==> src/rtl/bsram_port_arbiter.sv <==
// Round-robin arbiter sharing one BSRAM port among N_REQ requesters; a tag
// pipeline matched to the RAM read latency routes each response back to its requester.
module bsram_port_arbiter #(
  parameter int unsigned N_REQ    = 3,
  parameter int unsigned A_SIZE   = 13,
  parameter int unsigned W_SIZE   = 16,
  parameter int unsigned DEPTH    = 6144,
  parameter int unsigned READ_LAT = 1
) (
  input  logic                     clk,
  input  logic                     reset_n,
  input  logic [N_REQ-1:0]         req_valid,
  output logic [N_REQ-1:0]         req_ready,
  input  logic [N_REQ-1:0]         req_we,
  input  logic [N_REQ*A_SIZE-1:0]  req_addr,
  input  logic [N_REQ*W_SIZE-1:0]  req_wdata,
  output logic [N_REQ-1:0]         rsp_valid,
  output logic                     rsp_err,
  output logic                     rsp_we,
  output logic [W_SIZE-1:0]        rsp_rdata,
  output logic                     mem_ce,
  output logic                     mem_oce,
  output logic                     mem_wre,
  output logic [A_SIZE-1:0]        mem_ad,
  output logic [W_SIZE-1:0]        mem_din,
  input  logic [W_SIZE-1:0]        mem_dout
);

  localparam int unsigned IDX_W = (N_REQ > 1) ? $clog2(N_REQ) : 1;
  localparam int unsigned LAST  = READ_LAT - 1;

  logic [IDX_W-1:0]    ptr;
  logic                gnt_any;
  logic [IDX_W-1:0]    gnt_idx;
  logic                gnt_we;
  logic [A_SIZE-1:0]   gnt_addr;
  logic [W_SIZE-1:0]   gnt_wdata;
  logic                gnt_oor;
  logic                accept;

  logic [READ_LAT-1:0] tag_v;
  logic [READ_LAT-1:0] tag_we;
  logic [READ_LAT-1:0] tag_err;
  logic [IDX_W-1:0]    tag_idx [READ_LAT];

  // First valid requester after the last-granted one wins.
  always_comb begin
    int unsigned cand;
    gnt_any = 1'b0;
    gnt_idx = '0;
    cand    = 0;
    for (int unsigned k = 1; k <= N_REQ; k++) begin
      cand = 32'(ptr) + k;
      if (cand >= N_REQ) cand = cand - N_REQ;
      if (!gnt_any && req_valid[IDX_W'(cand)]) begin
        gnt_any = 1'b1;
        gnt_idx = IDX_W'(cand);
      end
    end
  end

  always_comb begin
    gnt_we    = 1'b0;
    gnt_addr  = '0;
    gnt_wdata = '0;
    for (int unsigned i = 0; i < N_REQ; i++) begin
      if (IDX_W'(i) == gnt_idx) begin
        gnt_we    = req_we[i];
        gnt_addr  = req_addr[i*A_SIZE +: A_SIZE];
        gnt_wdata = req_wdata[i*W_SIZE +: W_SIZE];
      end
    end
  end

  assign gnt_oor = (32'(gnt_addr) >= DEPTH);
  assign accept  = gnt_any & reset_n;

  // Issue in the grant cycle; out-of-range accesses never enable the RAM.
  always_comb begin
    req_ready = accept ? (N_REQ'(1) << gnt_idx) : '0;
    mem_ce    = accept & ~gnt_oor;
    mem_wre   = accept & ~gnt_oor & gnt_we;
    mem_ad    = accept ? gnt_addr : '0;
    mem_din   = accept ? gnt_wdata : '0;
  end

  assign mem_oce = (READ_LAT == 2);

  always_ff @(posedge clk or negedge reset_n) begin
    if (!reset_n) begin
      ptr <= IDX_W'(N_REQ - 1);
    end else if (accept) begin
      ptr <= gnt_idx;
    end
  end

  // Never stalls: idle cycles push bubbles so responses align with RAM data.
  always_ff @(posedge clk or negedge reset_n) begin
    if (!reset_n) begin
      tag_v   <= '0;
      tag_we  <= '0;
      tag_err <= '0;
      for (int unsigned s = 0; s < READ_LAT; s++) tag_idx[s] <= '0;
    end else begin
      tag_v[0]   <= accept;
      tag_we[0]  <= accept & gnt_we;
      tag_err[0] <= accept & gnt_oor;
      tag_idx[0] <= gnt_idx;
      for (int unsigned s = 1; s < READ_LAT; s++) begin
        tag_v[s]   <= tag_v[s-1];
        tag_we[s]  <= tag_we[s-1];
        tag_err[s] <= tag_err[s-1];
        tag_idx[s] <= tag_idx[s-1];
      end
    end
  end

  always_comb begin
    rsp_valid = tag_v[LAST] ? (N_REQ'(1) << tag_idx[LAST]) : '0;
    rsp_we    = tag_v[LAST] & tag_we[LAST];
    rsp_err   = tag_v[LAST] & tag_err[LAST];
    rsp_rdata = (tag_v[LAST] & ~tag_we[LAST] & ~tag_err[LAST]) ? mem_dout : '0;
  end

endmodule

==> config.mk <==
export PLATFORM = sky130hd
export DESIGN_NAME = bsram_port_arbiter
export DESIGN_NICKNAME = d
export VERILOG_FILES = /design/src/rtl/bsram_port_arbiter.sv
export SDC_FILE = /design/constraint.sdc
export NUM_CORES = 1
export LEC_CHECK = 0
export BUFFER_PORTS_ARGS = -buffer_cell sky130_fd_sc_hd__buf_2
export CORE_MARGIN = 5
export CORE_UTILIZATION = 30
export DETAILED_ROUTE_END_ITERATION = 12
export GPL_ROUTABILITY_DRIVEN = 0
export PLACE_DENSITY = 0.75
export SYNTH_ARGS = -nofsm -noshare
export SYNTH_HDL_FRONTEND = slang
export SYNTH_SLANG_ARGS = --single-unit
export TNS_END_PERCENT = 100
==> constraint.sdc <==
create_clock -name clk -period 3.8 [get_ports clk]
set_input_delay 0.76 -clock clk [delete_from_list [all_inputs] [get_ports clk]]
set_output_delay 0.76 -clock clk [all_outputs]
set_load 0.05 [all_outputs]
# Word-level counts from Yosys, hierarchy flattened
# Index checks and enable logic that the tools add are counted.
# op_classes
n_addsub	6
shift	2
n_div	0
n_mul	0
bitwise_logic	12
n_reduce_logical	5
eq_ne	2
n_mux	29
order_cmp	7
# op_table
operator	n
$mux 16	5
$mux 13	4
$ge 13x13->1 const B	1
$mux 2	6
$and 1x1->1	9
$ge 3x2->1 const B	3
$lt 2x3->1 const B	3
$mux 1	9
$add 2x2->3 const B	2
$bmux 1 s2	3
$mux 3	2
$shl 1x2->3 const A	2
$sub 2x2->2 const B	3
$add 2x1->3 const B	1
$not 1->1	3
$eq 1x2->1 const A	1
$eq 2x2->1 const A	1
$logic_and 1x1->1	2
$logic_not 1->1	2
$logic_not 2->1	1
# totals
ff_bits	7
ramBits	0
output_inout_bits	56
n_memories	0
elab_cells	68
mem_bits_ro	0
in_bits	111
latchBits	0

# Longest topological paths before layout
# logic_depth
depth_word	20
ltp_mapped	9
mapped_depth_nobuf	8

# Worst setup path before layout
# OpenSTA, ideal clock, no wires.
# synth_timing
path_kind	register to output
start	register ptr[1]
end	output port req_ready[0]
setup_slack_ns	0.272
stages_incl_launch_ff	8
t_arrival_ns	2.768
path_buffers	1
t_required_ns	3.040
path_cell_list	dfstp_2 inv_1 ha_1 and4b_1 o31ai_4 inv_4 buf_6 nor3_1
# synth_between
elab_chain_len	14
elab_cells_between_ends	31
cone_classes	add/sub (6); order compare (3); shift (1); mux (16); bitwise (1); reduce/logical (4)
# synth_lines
element	line_no	rtl
from (decl)	32	logic [IDX_W-1:0] ptr;
from (signal assigned)	91	ptr <= IDX_W'(N_REQ - 1);
from (signal assigned)	93	ptr <= gnt_idx;
$add 2x1->3	53	cand = 32'(ptr) + k;
$ge 3x2->1 / $sub 2x2->2 (equally long branches)	54	if (cand >= N_REQ) cand = cand - N_REQ;
$mux 2	54	
$bmux 1 s2	55	if (!gnt_any && req_valid[IDX_W'(cand)]) begin
$mux 1 (not written as such)	55	
$mux 1	55	
$logic_not 1->1	55	
$logic_and 1x1->1	55	
$mux 1	55	
$logic_not 1->1	55	
$logic_and 1x1->1	55	
$mux 2 *	55	
named net gnt_idx[0]	34	logic [IDX_W-1:0] gnt_idx;
$shl 1x2->3 *	80	req_ready = accept ? (N_REQ'(1) << gnt_idx) : '0;
$mux 3 *	80	
to (decl)	13	output logic [N_REQ-1:0] req_ready,
# Mark *: on every way through the listed nets, which the timed path passes. The rest lies on a longest branch. The select of a mux whose other input is x is not followed.

# Worst setup path after layout
# layout_timing
start	register ptr[0]
end	output port mem_wre
# layout_between
elab_chain_len	20
elab_cells_between_ends	42
cone_classes	add/sub (6); order compare (4); eq/ne (2); mux (21); bitwise (4); reduce/logical (5)
# layout_lines
element	line_no	rtl
$add 2x1->3	53	
$ge 3x2->1 / $sub 2x2->2 (equally long branches)	54	
$mux 2	54	
$bmux 1 s2	55	
$mux 1 (not written as such)	55	
$mux 1	55	
$logic_not 1->1	55	
$logic_and 1x1->1	55	
(+2 left out)	-	
$logic_and 1x1->1	55	
$mux 2	55	
$logic_not 2->1	67	if (IDX_W'(i) == gnt_idx) begin
$mux 13 (3 in a row)	67	
$ge 13x13->1	75	assign gnt_oor = (32'(gnt_addr) >= DEPTH);
$not 1->1	82	mem_wre = accept & ~gnt_oor & gnt_we;
$and 1x1->1	82	
$and 1x1->1 *	82	
to (decl)	23	output logic mem_wre,
# Every way passes the cells marked *; elsewhere a longest branch is shown, timed or not. The select of a mux whose other input is x is not followed.

==> out/qor.yml <==
design_area_mm2: 0.00223
drtIter0Drc: 160
power.density_mw_per_mm2: 1060
worstPathRequired_ns: 3.04
ys_seq_area_frac: 0.131
route.met3.wl_um: 818
cts_buffers: 3
vias: 2169
p_int_mw: 0.715
r2r_cells: 7
via_per_inst: 5.15
htree_levels: 1
min_path_type: "primary input to async pin"
yosys_register_bits: 7
std_cell_rows: 24
drive_gt1_frac: 0.501
power_frac_seq: 0.058
root_buffer: "clkbuf_8"
ys_types: 41
clkTransAtPathRegs_ns: 0.04
fin_crit_sh: 0.960
wl_per_cell_um: 14.5
dr.pass1.iters: 4
gr-total-overflow: 0
syn-cell-area_mm2: 0.00135
die_y_um: 77.0
tritoncts: "yes"
p_comb_frac: 0.898
placed_area_mm2: 0.00218
worstPathArrival_ns: 2.89
detail_route.drc_violations: 0
synthCells: 212
grt_pass1_wl_um: 9540
finalMaxSlewViolations: 0
ctsResizeCount: 0
grt_max_degree: 35
ant_nets: 0
reg2reg_setup_slack_ns: 1.36
core_area_mm2: 0.00435
grt_util_all_layers: 0.191
max_freq_mhz: 274
final_util: 0.512
highest_layer: "met4"
relSlewSlack: 0.584
clkLatencyLatePin_ns: 0.23
top_level_ports: 167
postCtsSetupRepairBufs: 0
total_power_mw: 2.37
synth_fp_nets: 326
status: "completed"
setup_violations: 0
yosys_warnings: 0
wl_met2_um: 3150
critPathLaunchType: "register"
irDropWorstVdd_uv: 401
cts_sinks: 7
final.min_clock_period_ns: 3.65
fin_nets: 484
io_buffers: 165
grt_antenna_before_repair: 0
clockBufferDepth: 2
end_kind: "output pin"
path_class: "register to output pin"
tightestPinTransition_ns: 0.616
switching_share: 0.698
met1Wirelength_um: 2080
holdBufCountCts: 0
fp.dieW_um: 77.0
areaGrowthSynthToFinish_pct: 65.4
reg2reg_from: "ptr[0]"
synthArstFlopShare: 1.00
grt_pass1_vias: 2115
synth_edf_count: 0
holdWs_ns: 0.366
initial_utilization: 0.309
maxCapViolations: 0
power.switching_mw: 1.65
die-area_mm2: 0.00593
r2r_end: "tag_we"
syn-mean-instance-area_um2: 6.36
p_clk_frac: 0.044
wirelength_um: 6120
diodes: 0
synthFlopType: "dfrtp_1"
finClkSkew_ns: 0.000369
setup_tns_ns: 0
cp_max_fo: 34
dp_hpwl_um: 4990
hold_violations: 0
nFillCells: 454
p_leak_nw: 1.27
## cell families after synthesis
family	Yosys count	share of synthesized area
AOI/OAI and AO/OA	76	0.368
other	1	0.00278
DFF	7	0.131
and+or+nand+nor	101	0.370
buffers and inverters	24	0.100
adders and majority gates	3	0.0279
## worst max-delay path by stage
stage	start	endpoint	slack, ns	cells after the start
finish	ptr[0]	mem_wre	0.15	9
global route	ptr[0]	mem_wre	-0.0002	9
CTS	ptr[0]	mem_wre	0.10	8
detailed placement	ptr[1]	mem_wre	0.36	9
global placement	ptr[1]	mem_wre	0.43	9
floorplan	ptr[1]	req_ready[0]	0.27	7
## power by group through the flow
stage               combinational, mW  clock, mW  sequential (mW)
CTS                              2.13      0.105            0.137
finish                           2.13      0.104            0.137
global route                     2.28      0.108            0.142
global placement                 2.10          0            0.135
detailed placement               2.13          0            0.138
floorplan                        1.71          0            0.130
## area by class of cell
type	instances	area [um^2]	area share
Timing Repair Buffer	170	867	0.389
Inverter	7	31.3	0.0140
Multi-Input combinational cell	181	1040	0.468
Tap cell	52	65.1	0.0292
Sequential cell	7	176	0.0792
Clock buffer	4	45.0	0.0202
## layer usage
layer / track usage / up-vias
met2: 0.365 / 142
met4: 0.0533 / 0
met3: 0.0738 / 9
li1: - / 1062
met1: 0.188 / 956
met5: 0 / -
## synthesized netlist by cell type, types with 4 or more instances
| cell | instances | area [um^2] |
|---|---|---|
| a21oi_1 | 4 | 20.0 |
| a31oi_1 | 27 | 169 |
| and2_1 | 19 | 119 |
| buf_2 | 6 | 30.0 |
| buf_6 | 4 | 45.0 |
| clkbuf_1 | 5 | 18.8 |
| dfrtp_1 | 6 | 150 |
| inv_1 | 4 | 15.0 |
| nand2_1 | 58 | 218 |
| nand3_1 | 5 | 25.0 |
| nor2_1 | 6 | 22.5 |
| nor2b_1 | 4 | 25.0 |
| o21ai_0 | 19 | 95.1 |
| o21ai_1 | 9 | 45.0 |
## critical path, cell delays in order (launching register included)
cell and delay [ns]:
dfrtp_1 0.43, inv_1 0.15, ha_1 0.40, a21bo_2 0.28, nor4b_4 0.33, o31ai_4 0.13, inv_6 0.22, o211ai_1 0.16
a221oi_2 0.25, buf_2 0.30
## stage by stage
stage                     instances  setup slack [ns]
after detailed placement        417             0.363
final                           421             0.153
after global routing            421         -0.000172
after floorplan                 212             0.272
after global placement          417             0.432
after CTS                       421             0.103
## cell usage in the layout, fill, tap and decap left out, drive strengths merged, types with 2 or more instances in the layout
master and count:
and3b 2, a31oi 27, and2 19, o21ai 28, a21o 2, ha 3
nor2 6, nor2b 4, nand3 5, nand2 58, buf 170, a21boi 2
dfrtp 6, o311ai 3, a21oi 4, inv 7, a22oi 2, clkbuf 4
nor3b 3
## registers in the layout, summed over array words and instances (netlist names)
register  count
ptr           2
tag_err       1
tag_idx       2
tag_v         1
tag_we        1
(Power assumes the default switching activity.)
